## src/rtl/jtopl_ch_wr_sched_pkg.sv

```systemverilog
// jtopl_ch_wr_sched_pkg: shared slot/channel constants, pending-write record and channel index helper
package jtopl_ch_wr_sched_pkg;
  localparam int CHCSRW = 10;
  localparam int NCH = 9;
  localparam int NSLOT = 18;
  localparam int NGROUP = 3;
  typedef struct packed {
    logic [3:0] ch;
    logic [CHCSRW-1:0] data;
    logic [CHCSRW-1:0] mask;
  } pend_t;
  function automatic logic [3:0] ch_of(input logic [1:0] g, input logic [1:0] s);
    return {s, 1'b0} + {2'b0, s} + {2'b0, g};
  endfunction
endpackage

```

## src/rtl/jtopl_ch_wr_sched_if.sv

```systemverilog
// jtopl_ch_wr_sched_if: host write channel (valid/ready request, ch/data/mask payload, commit/err pulses)
interface jtopl_ch_wr_sched_if;
  import jtopl_ch_wr_sched_pkg::*;
  logic wr_valid;
  logic wr_ready;
  logic [3:0] wr_ch;
  logic [CHCSRW-1:0] wr_data;
  logic [CHCSRW-1:0] wr_mask;
  logic wr_commit;
  logic wr_err;
  modport master(output wr_valid, wr_ch, wr_data, wr_mask, input wr_ready, wr_commit, wr_err);
  modport slave(input wr_valid, wr_ch, wr_data, wr_mask, output wr_ready, wr_commit, wr_err);
endinterface

```

## src/rtl/jtopl_slot_seq.sv

```systemverilog
// jtopl_slot_seq: 18-slot operator sequencer; clk/rst/cen in, one-hot slot, group, zero marker and cur_ch out
module jtopl_slot_seq
  import jtopl_ch_wr_sched_pkg::*;
(
  input  logic             clk,
  input  logic             rst,
  input  logic             cen,
  output logic [NSLOT-1:0] slot,
  output logic [1:0]       group,
  output logic             zero,
  output logic [3:0]       cur_ch
);
  logic [1:0] sub;
  logic       op;
  logic [4:0] s;
  always_ff @(posedge clk or posedge rst) begin
    if (rst) begin
      group <= 2'd0;
      sub   <= 2'd0;
      op    <= 1'b0;
    end else if (cen) begin
      group <= group == 2'd2 ? 2'd0 : group + 2'd1;
      if (group == 2'd2) sub <= sub == 2'd2 ? 2'd0 : sub + 2'd1;
      if (group == 2'd2 && sub == 2'd2) op <= ~op;
    end
  end
  always_comb begin
    cur_ch = ch_of(group, sub);
    s      = (op ? 5'd9 : 5'd0) + {1'b0, cur_ch};
    slot   = NSLOT'(1) << s;
    zero   = s == 5'd0;
  end
endmodule

```

## src/rtl/jtopl_ch_wr_sched.sv

```systemverilog
// jtopl_ch_wr_sched: slot sequencer plus single-entry host write scheduler; ports clk/rst/cen, slot/group/zero timing, chcfg in, chcfg_inmux out, wr host interface
module jtopl_ch_wr_sched
  import jtopl_ch_wr_sched_pkg::*;
(
  input  logic              clk,
  input  logic              rst,
  input  logic              cen,
  output logic [NSLOT-1:0]  slot,
  output logic [1:0]        group,
  output logic              zero,
  input  logic [CHCSRW-1:0] chcfg,
  output logic [CHCSRW-1:0] chcfg_inmux,
  jtopl_ch_wr_sched_if.slave wr
);
  logic [3:0] cur_ch;
  pend_t      pend;
  logic       pend_v;
  logic       hit;
  logic       xfer;
  jtopl_slot_seq u_seq (
    .clk    (clk),
    .rst    (rst),
    .cen    (cen),
    .slot   (slot),
    .group  (group),
    .zero   (zero),
    .cur_ch (cur_ch)
  );
  assign wr.wr_ready = ~pend_v;
  always_comb begin
    xfer        = wr.wr_valid & ~pend_v;
    hit         = pend_v & cen & (cur_ch == pend.ch);
    chcfg_inmux = hit ? (chcfg & ~pend.mask) | (pend.data & pend.mask) : chcfg;
  end
  always_ff @(posedge clk or posedge rst) begin
    if (rst) begin
      pend_v       <= 1'b0;
      pend         <= '0;
      wr.wr_commit <= 1'b0;
      wr.wr_err    <= 1'b0;
    end else begin
      wr.wr_commit <= hit;
      wr.wr_err    <= xfer & (wr.wr_ch >= 4'(NCH));
      if (hit) pend_v <= 1'b0;
      else if (xfer && wr.wr_ch < 4'(NCH)) begin
        pend_v <= 1'b1;
        pend   <= '{ch: wr.wr_ch, data: wr.wr_data, mask: wr.wr_mask};
      end
    end
  end
endmodule

```

## src/flat_wrapper.sv

```systemverilog
// flat-port wrapper written by rule: the top's interface ports become plain ports
module jtopl_ch_wr_sched_flat import jtopl_ch_wr_sched_pkg::*;
  (clk, rst, cen, slot, group, zero, chcfg, chcfg_inmux, wr_wr_valid, wr_wr_ch, wr_wr_data, wr_wr_mask, wr_wr_ready, wr_wr_commit, wr_wr_err);
  jtopl_ch_wr_sched_if wr_i ();
  input  logic clk;
  input  logic rst;
  input  logic cen;
  output logic [NSLOT-1:0] slot;
  output logic [1:0] group;
  output logic zero;
  input  logic [CHCSRW-1:0] chcfg;
  output logic [CHCSRW-1:0] chcfg_inmux;
  input wire logic [$bits(wr_i.wr_valid)-1:0] wr_wr_valid;
  input wire logic [$bits(wr_i.wr_ch)-1:0] wr_wr_ch;
  input wire logic [$bits(wr_i.wr_data)-1:0] wr_wr_data;
  input wire logic [$bits(wr_i.wr_mask)-1:0] wr_wr_mask;
  output wire logic [$bits(wr_i.wr_ready)-1:0] wr_wr_ready;
  output wire logic [$bits(wr_i.wr_commit)-1:0] wr_wr_commit;
  output wire logic [$bits(wr_i.wr_err)-1:0] wr_wr_err;
  assign wr_i.wr_valid = wr_wr_valid;
  assign wr_i.wr_ch = wr_wr_ch;
  assign wr_i.wr_data = wr_wr_data;
  assign wr_i.wr_mask = wr_wr_mask;
  assign wr_wr_ready = wr_i.wr_ready;
  assign wr_wr_commit = wr_i.wr_commit;
  assign wr_wr_err = wr_i.wr_err;
  jtopl_ch_wr_sched u_core (.clk(clk), .rst(rst), .cen(cen), .slot(slot), .group(group), .zero(zero), .chcfg(chcfg), .chcfg_inmux(chcfg_inmux), .wr(wr_i));
endmodule
```

## config.mk

```make
export PLATFORM = sky130hd
export DESIGN_NAME = jtopl_ch_wr_sched_flat
export DESIGN_NICKNAME = d
export VERILOG_FILES = /design/src/rtl/jtopl_ch_wr_sched_pkg.sv /design/src/rtl/jtopl_ch_wr_sched_if.sv /design/src/rtl/jtopl_slot_seq.sv /design/src/rtl/jtopl_ch_wr_sched.sv /design/src/flat_wrapper.sv
export SDC_FILE = /design/constraint.sdc
export NUM_CORES = 1
export LEC_CHECK = 0
export BUFFER_PORTS_ARGS = -buffer_cell sky130_fd_sc_hd__buf_2
export CAP_MARGIN = 5
export CORE_MARGIN = 2
export CORE_UTILIZATION = 40
export CTS_BUF_LIST = sky130_fd_sc_hd__clkbuf_8
export DETAILED_ROUTE_END_ITERATION = 16
export PLACE_DENSITY = 0.68
export SETUP_SLACK_MARGIN = 0.02
export SLEW_MARGIN = 15
export SYNTH_ARGS = -nofsm -noshare
export SYNTH_HDL_FRONTEND = slang
export SYNTH_HIERARCHICAL = 1
export SYNTH_SLANG_ARGS = --single-unit
export TNS_END_PERCENT = 20
```

## constraint.sdc

```tcl
create_clock -name clk -period 3.6 [get_ports clk]
set_input_delay 0.18 -clock clk [delete_from_list [all_inputs] [get_ports clk]]
set_output_delay 0.18 -clock clk [all_outputs]
set_load 0.02 [all_outputs]
```

## Yosys cells after proc, flatten, opt, wreduce, memory -nomap -nowiden

Cells that the tools add are included.

| cells by class | value |
|---|---|
| add/sub/neg operators | 5 |
| order comparisons | 2 |
| equal/unequal tests | 3 |
| shift-type cells | 1 |
| muxes and demuxes | 6 |
| bitwise logic cells | 11 |
| reduce and logical (&&, ||, !) cells | 7 |

Operators by type and width:

| cell | number |
|---|---|
| $and 10x10->10 | 2 |
| $shl 1x5->18 const A | 1 |
| $mux 10 | 1 |
| $not 10->10 | 1 |
| $or 10x10->10 | 1 |
| $reduce_and 2->1 | 3 |
| $add 4x4->5 | 1 |
| $logic_not 5->1 | 1 |
| $add 2x1->2 const B | 2 |
| $add 3x2->4 | 1 |
| $add 4x2->4 | 1 |
| $and 1x1->1 | 4 |
| $eq 2x2->1 const B | 2 |
| $eq 4x4->1 | 1 |
| $ge 4x4->1 const B | 1 |
| $lt 4x4->1 const B | 1 |
| $mux 2 | 2 |
| $mux 4 | 1 |
| $not 1->1 | 3 |
| $logic_and 1x1->1 | 2 |
| $mux 1 | 2 |
| $reduce_bool 2->1 | 1 |

| storage, ports and cells | value |
|---|---|
| flip-flop bits (word level) | 32 |
| bits of input ports | 38 |
| output and inout bits | 34 |
| word-level logic and storage cells | 44 |

## Depth between registers and ports, before layout

| depth | value |
|---|---|
| depth after elaboration | 6 |
| depth in mapped cells | 13 |
| gate-level depth less buffers | 11 |

## By module

The synthesis kept the hierarchy.

Modules (own cells, without submodules):

| module | times used | cells an instance | area an instance (um^2) | seq. area each (um^2) |
|---|---|---|---|---|
| jtopl_ch_wr_sched | 1 | 99 | 1340.0 | 675.6 |
| jtopl_slot_seq | 1 | 82 | 685.7 | 125.1 |

## Least setup slack after synthesis

OpenSTA, ideal clock, no wires.

| path | value |
|---|---|
| path kind | register to output |
| start point | register u_core.u_seq.group[1] |
| end point | output port slot[10] |
| data arrival time | 3.003 ns |
| required time | 3.420 ns |
| setup slack | 0.417 ns |
| stages on the path, launching flop included | 13 |
| path buffers | 1 |
| cell sequence | dfrtp_1 > inv_1 > fa_1 > inv_1 > ha_1 > inv_1 > fa_1 > inv_1 > ha_1 > buf_4 > nor3b_1 > a32oi_1 > nor3_1 |

| between the ends | value |
|---|---|
| word-level cells in the longest chain between the ends | 3 |

RTL lines:

| item | RTL line | text |
|---|---|---|
| start: declaration | jtopl_slot_seq.sv:9 | `output logic [1:0] group,` |
| start signal: assignment | jtopl_slot_seq.sv:22 | `group <= group == 2'd2 ? 2'd0 : group + 2'd1;` |
| $add 4x2->4 | jtopl_ch_wr_sched_pkg.sv:13 | `return {s, 1'b0} + {2'b0, s} + {2'b0, g};` |
| net u_core.cur_ch[3] | jtopl_ch_wr_sched.sv:15 | `logic [3:0] cur_ch;` |
| $add 4x4->5 | jtopl_slot_seq.sv:29 | `s = (op ? 5'd9 : 5'd0) + {1'b0, cur_ch};` |
| $shl 1x5->18 | jtopl_slot_seq.sv:30 | `slot = NSLOT'(1) << s;` |
| end: declaration | flat_wrapper.sv:8 | `output logic [NSLOT-1:0] slot;` |

The timed path passes the listed nets, and every way through them passes these cells.

## Worst setup path in the final report

| path | value |
|---|---|
| start point | register u_core.u_seq.sub[0] |
| end point | output port chcfg_inmux[1] |

| between the ends | value |
|---|---|
| word-level cells in the longest chain between the ends | 5 |

RTL lines:

| item | RTL line | text |
|---|---|---|
| start: declaration | jtopl_slot_seq.sv:13 | `logic [1:0] sub;` |
| start signal: assignment | jtopl_slot_seq.sv:23 | `if (group == 2'd2) sub <= sub == 2'd2 ? 2'd0 : sub + 2'd1;` |
| $add 3x2->4 | jtopl_ch_wr_sched_pkg.sv:13 |  |
| $add 4x2->4 | jtopl_ch_wr_sched_pkg.sv:13 |  |
| net u_core.cur_ch[2] | jtopl_ch_wr_sched.sv:15 |  |
| $eq 4x4->1 | jtopl_ch_wr_sched.sv:32 | `hit = pend_v & cen & (cur_ch == pend.ch);` |
| $and 1x1->1 | jtopl_ch_wr_sched.sv:32 |  |
| $mux 10 | jtopl_ch_wr_sched.sv:33 | `chcfg_inmux = hit ? (chcfg & ~pend.mask) \| (pend.data & pend.mask) : chcfg;` |
| end: declaration | flat_wrapper.sv:12 | `output logic [CHCSRW-1:0] chcfg_inmux;` |

The timed path passes the listed nets, and every way through them passes these cells.

==> reports/qor.txt <==
Max VDD drop: 483.1 uV
fin nets: 302
Worst-Skew Late Latency: 0.28 ns
Die Ht: 75.17 um
slew at the pin closest to its max-slew limit: 0.9800 ns
maxcap violations: 0
most common cell in the synthesized netlist: dfrtp_1
# diodes: 0
I/O Pins: 72
final hold viol count: 0
Die Area: 0.005650 sq mm
pin count of the biggest net entering global routing: 28
Post-Route WL: 4191 um
Gate Count Post-Synth: 181
post-synth top area cell: dfrtp_1
Die W: 75.17 um
CTS sink count: 32
Pins Over Slew Limit: 0
detail-routed via count per cell: 4.935
Setup TNS Final: 0 ns
status: completed
Residual DRC: 0
Routed Antenna Nets: 0
WP data required: 3.42 ns
Util after Layout: 53.38%
CTS tree: built
wire per inst: 12.90 um
Setup-failing EPs final: 0
hpwl dp: 3181 um
Synth top area share: 39.53%
Cells after DPL: 314
Distinct cells, synth: 40
post-route clock period utilization: 93.88%
Post-Syn Area: 0.002026 sq mm
Total GRT Usage: 15.11%
Setup CP Type: flop to output pin
Hold WC Path Type: primary input to flop
Root Driver: clkbuf_8
Reg clk slew, reported paths: 0.07 ns
clock skew: 0.002319 ns
vias in the first global route: 1456
placed inst area: 0.002429 sq mm
Tmin final: 3.380 ns
RD Place Congestion: 0.8077
first-pass GRT wire length: 6410 um
Slew headroom: 34.60%
Crit path arrival time: 3.20 ns
final std cells w/o fill: 325
share of cells above drive strength 1: 50.00%
row count: 25
initial antenna violation count: 0
Iter 0 DRT Violations: 85
Yosys warning count: 6
DR pass1 iterations: 4
Post-Syn Nets: 226
EDFF count, synth: 0
worst hold slack: 0.1257 ns
CTS buffer count: 5
Area Overhead vs Synth: 26.93%
Seq/Total Area, Yosys: 39.53%
RSZ-0062 raised after global routing: no
grt ovf: 0
fraction of registers with async set/reset: 100.0%
CP endpoint kind: output pin
Post-Syn Area per Cell: 11.19 sq um
PD cells: 1045 mW/mm^2
Yosys reg bits: 32
H-tree levels: 2
via count: 1604
FMAX: 0.2959 GHz
Critical Path Fanout Max: 11
core footprint: 0.004817 sq mm
Lkg Pwr: 1.284 nW
# port buffers: 71
startpoint types: flop
CTS max path bufs: 2
starting density of the core: 42.05%
Top FF cell, synth: dfrtp_1
Final Cell Area: 0.002571 sq mm
Area contributors post-synth: dfrtp_1, mux2_4, mux2_2, nand2_1, ha_1
most frequent cells after synthesis: dfrtp_1, mux2_4, nand2_1, mux2_2, nor2_1
per-stage QoR:
stage | worst slack (ns) | total power, mW
3_3_place_gp | 0.3949 | 2.278
6_report | 0.2203 | 2.688
2_1_floorplan | 0.4168 | 1.928
3_5_place_dp | 0.3543 | 2.300
5_1_grt | 0.02832 | 2.895
4_1_cts | 0.03218 | 2.647
path summary, 6_finish.rpt:
check | from | endpoint | slack, ns | depth (start not counted)
setup / recovery | u_core/u_seq/sub[0] | chcfg_inmux[1] | 0.22 | 13
hold / removal | wr_wr_data[5] | u_core/pend[15] | 0.13 | 2
setup reg to reg | u_core/u_seq/sub[0] | u_core/pend_v | 0.94 | 12
hold reg to reg | u_core/u_seq/op | u_core/u_seq/op | 0.51 | 1
max in group asynchronous | rst | u_core/pend[5] | 2.32 | 3
min in group asynchronous | rst | u_core/u_seq/group[0] | 0.34 | 3
placed cells by master (no fill, tap or decap), types with 3 or more instances in the layout:
cell type  netlist  layout
dfrtp_1         32      31
xnor2_1          5       5
inv_2            1       3
ha_1             5       4
nor3_1           6       6
nor4_1           7       7
inv_1           10       8
o21ai_0          4       4
nand3_1          4       4
clkbuf_8         0       5
mux2_2          15      15
buf_2            2      71
mux2_4          19      19
buf_4            2       4
a22o_1           6       6
nor2b_1          5       5
nand2_1         17      17
nor2_1          11      11
layout make-up:
cell class | count | area (sq um)
sequential | 32 | 802.0
tap | 67 | 83.83
clock inverter | 3 | 42.54
fill | 463 | 2246
timing repair buffer | 76 | 395.4
clock buffer | 5 | 68.82
multi-input combinational | 131 | 1137
inverter | 11 | 41.29
worst max-delay path, cell delays in order, from the launching register on:
cell	delay [ns]
dfrtp_2	0.44
inv_1	0.09
fa_1	0.41
inv_1	0.07
ha_1	0.14
inv_1	0.06
fa_2	0.59
inv_2	0.07
xnor2_1	0.14
nand4_1	0.10
buf_4	0.19
nor2_1	0.13
mux2_2	0.33
buf_2	0.16
routing by layer:
layer / vias to the layer above / part of all wire, % / track usage (%)
li1: 793 / - / -
met1: 753 / 44 / 19.42
met2: 51 / 47 / 22.90
met3: 7 / 8.5 / 6.426
met4: 0 / 1.2 / 5.458
met5: - / 0 / 0
where the power goes:
| group | total, mW | leakage [nW] | internal, mW | switching [mW] |
|---|---|---|---|---|
| Sequential | 0.645 | 0.386 | 0.532 | 0.113 |
| Clock | 0.337 | 0.0541 | 0.205 | 0.133 |
| Combinational | 1.71 | 0.844 | 0.728 | 0.977 |
flip-flops by register name, summed over array words and instances, names as in the netlist:
name,count
u_core/pend,24
u_core/u_seq/group,2
u_core/u_seq/sub,2
u_core/pend_v,1
u_core/u_seq/op,1
u_core/wr.wr_commit,1
u_core/wr.wr_err,1
logic make-up (layout without fill, tap and decap cells):
group | after synthesis | in the layout | share of synthesized area [%]
AND/OR/NAND/NOR | 65 | 65 | 18.59
multiplexers | 35 | 35 | 22.92
flip-flops | 32 | 32 | 39.53
buffers and inverters | 18 | 95 | 4.570
AO/OA/AOI/OAI | 17 | 17 | 6.301
adder cells (fa/ha/maj) | 7 | 7 | 5.065
XOR/XNOR | 7 | 7 | 3.027
timing repair:
item	in CTS	in global routing
setup endpoints to repair	0	14
endpoints found under the hold margin	5	0
resized for setup	0	5
buffers inserted	0	2
hold buffers	1	0
Note: power is estimated with default switching activity, not from simulation.
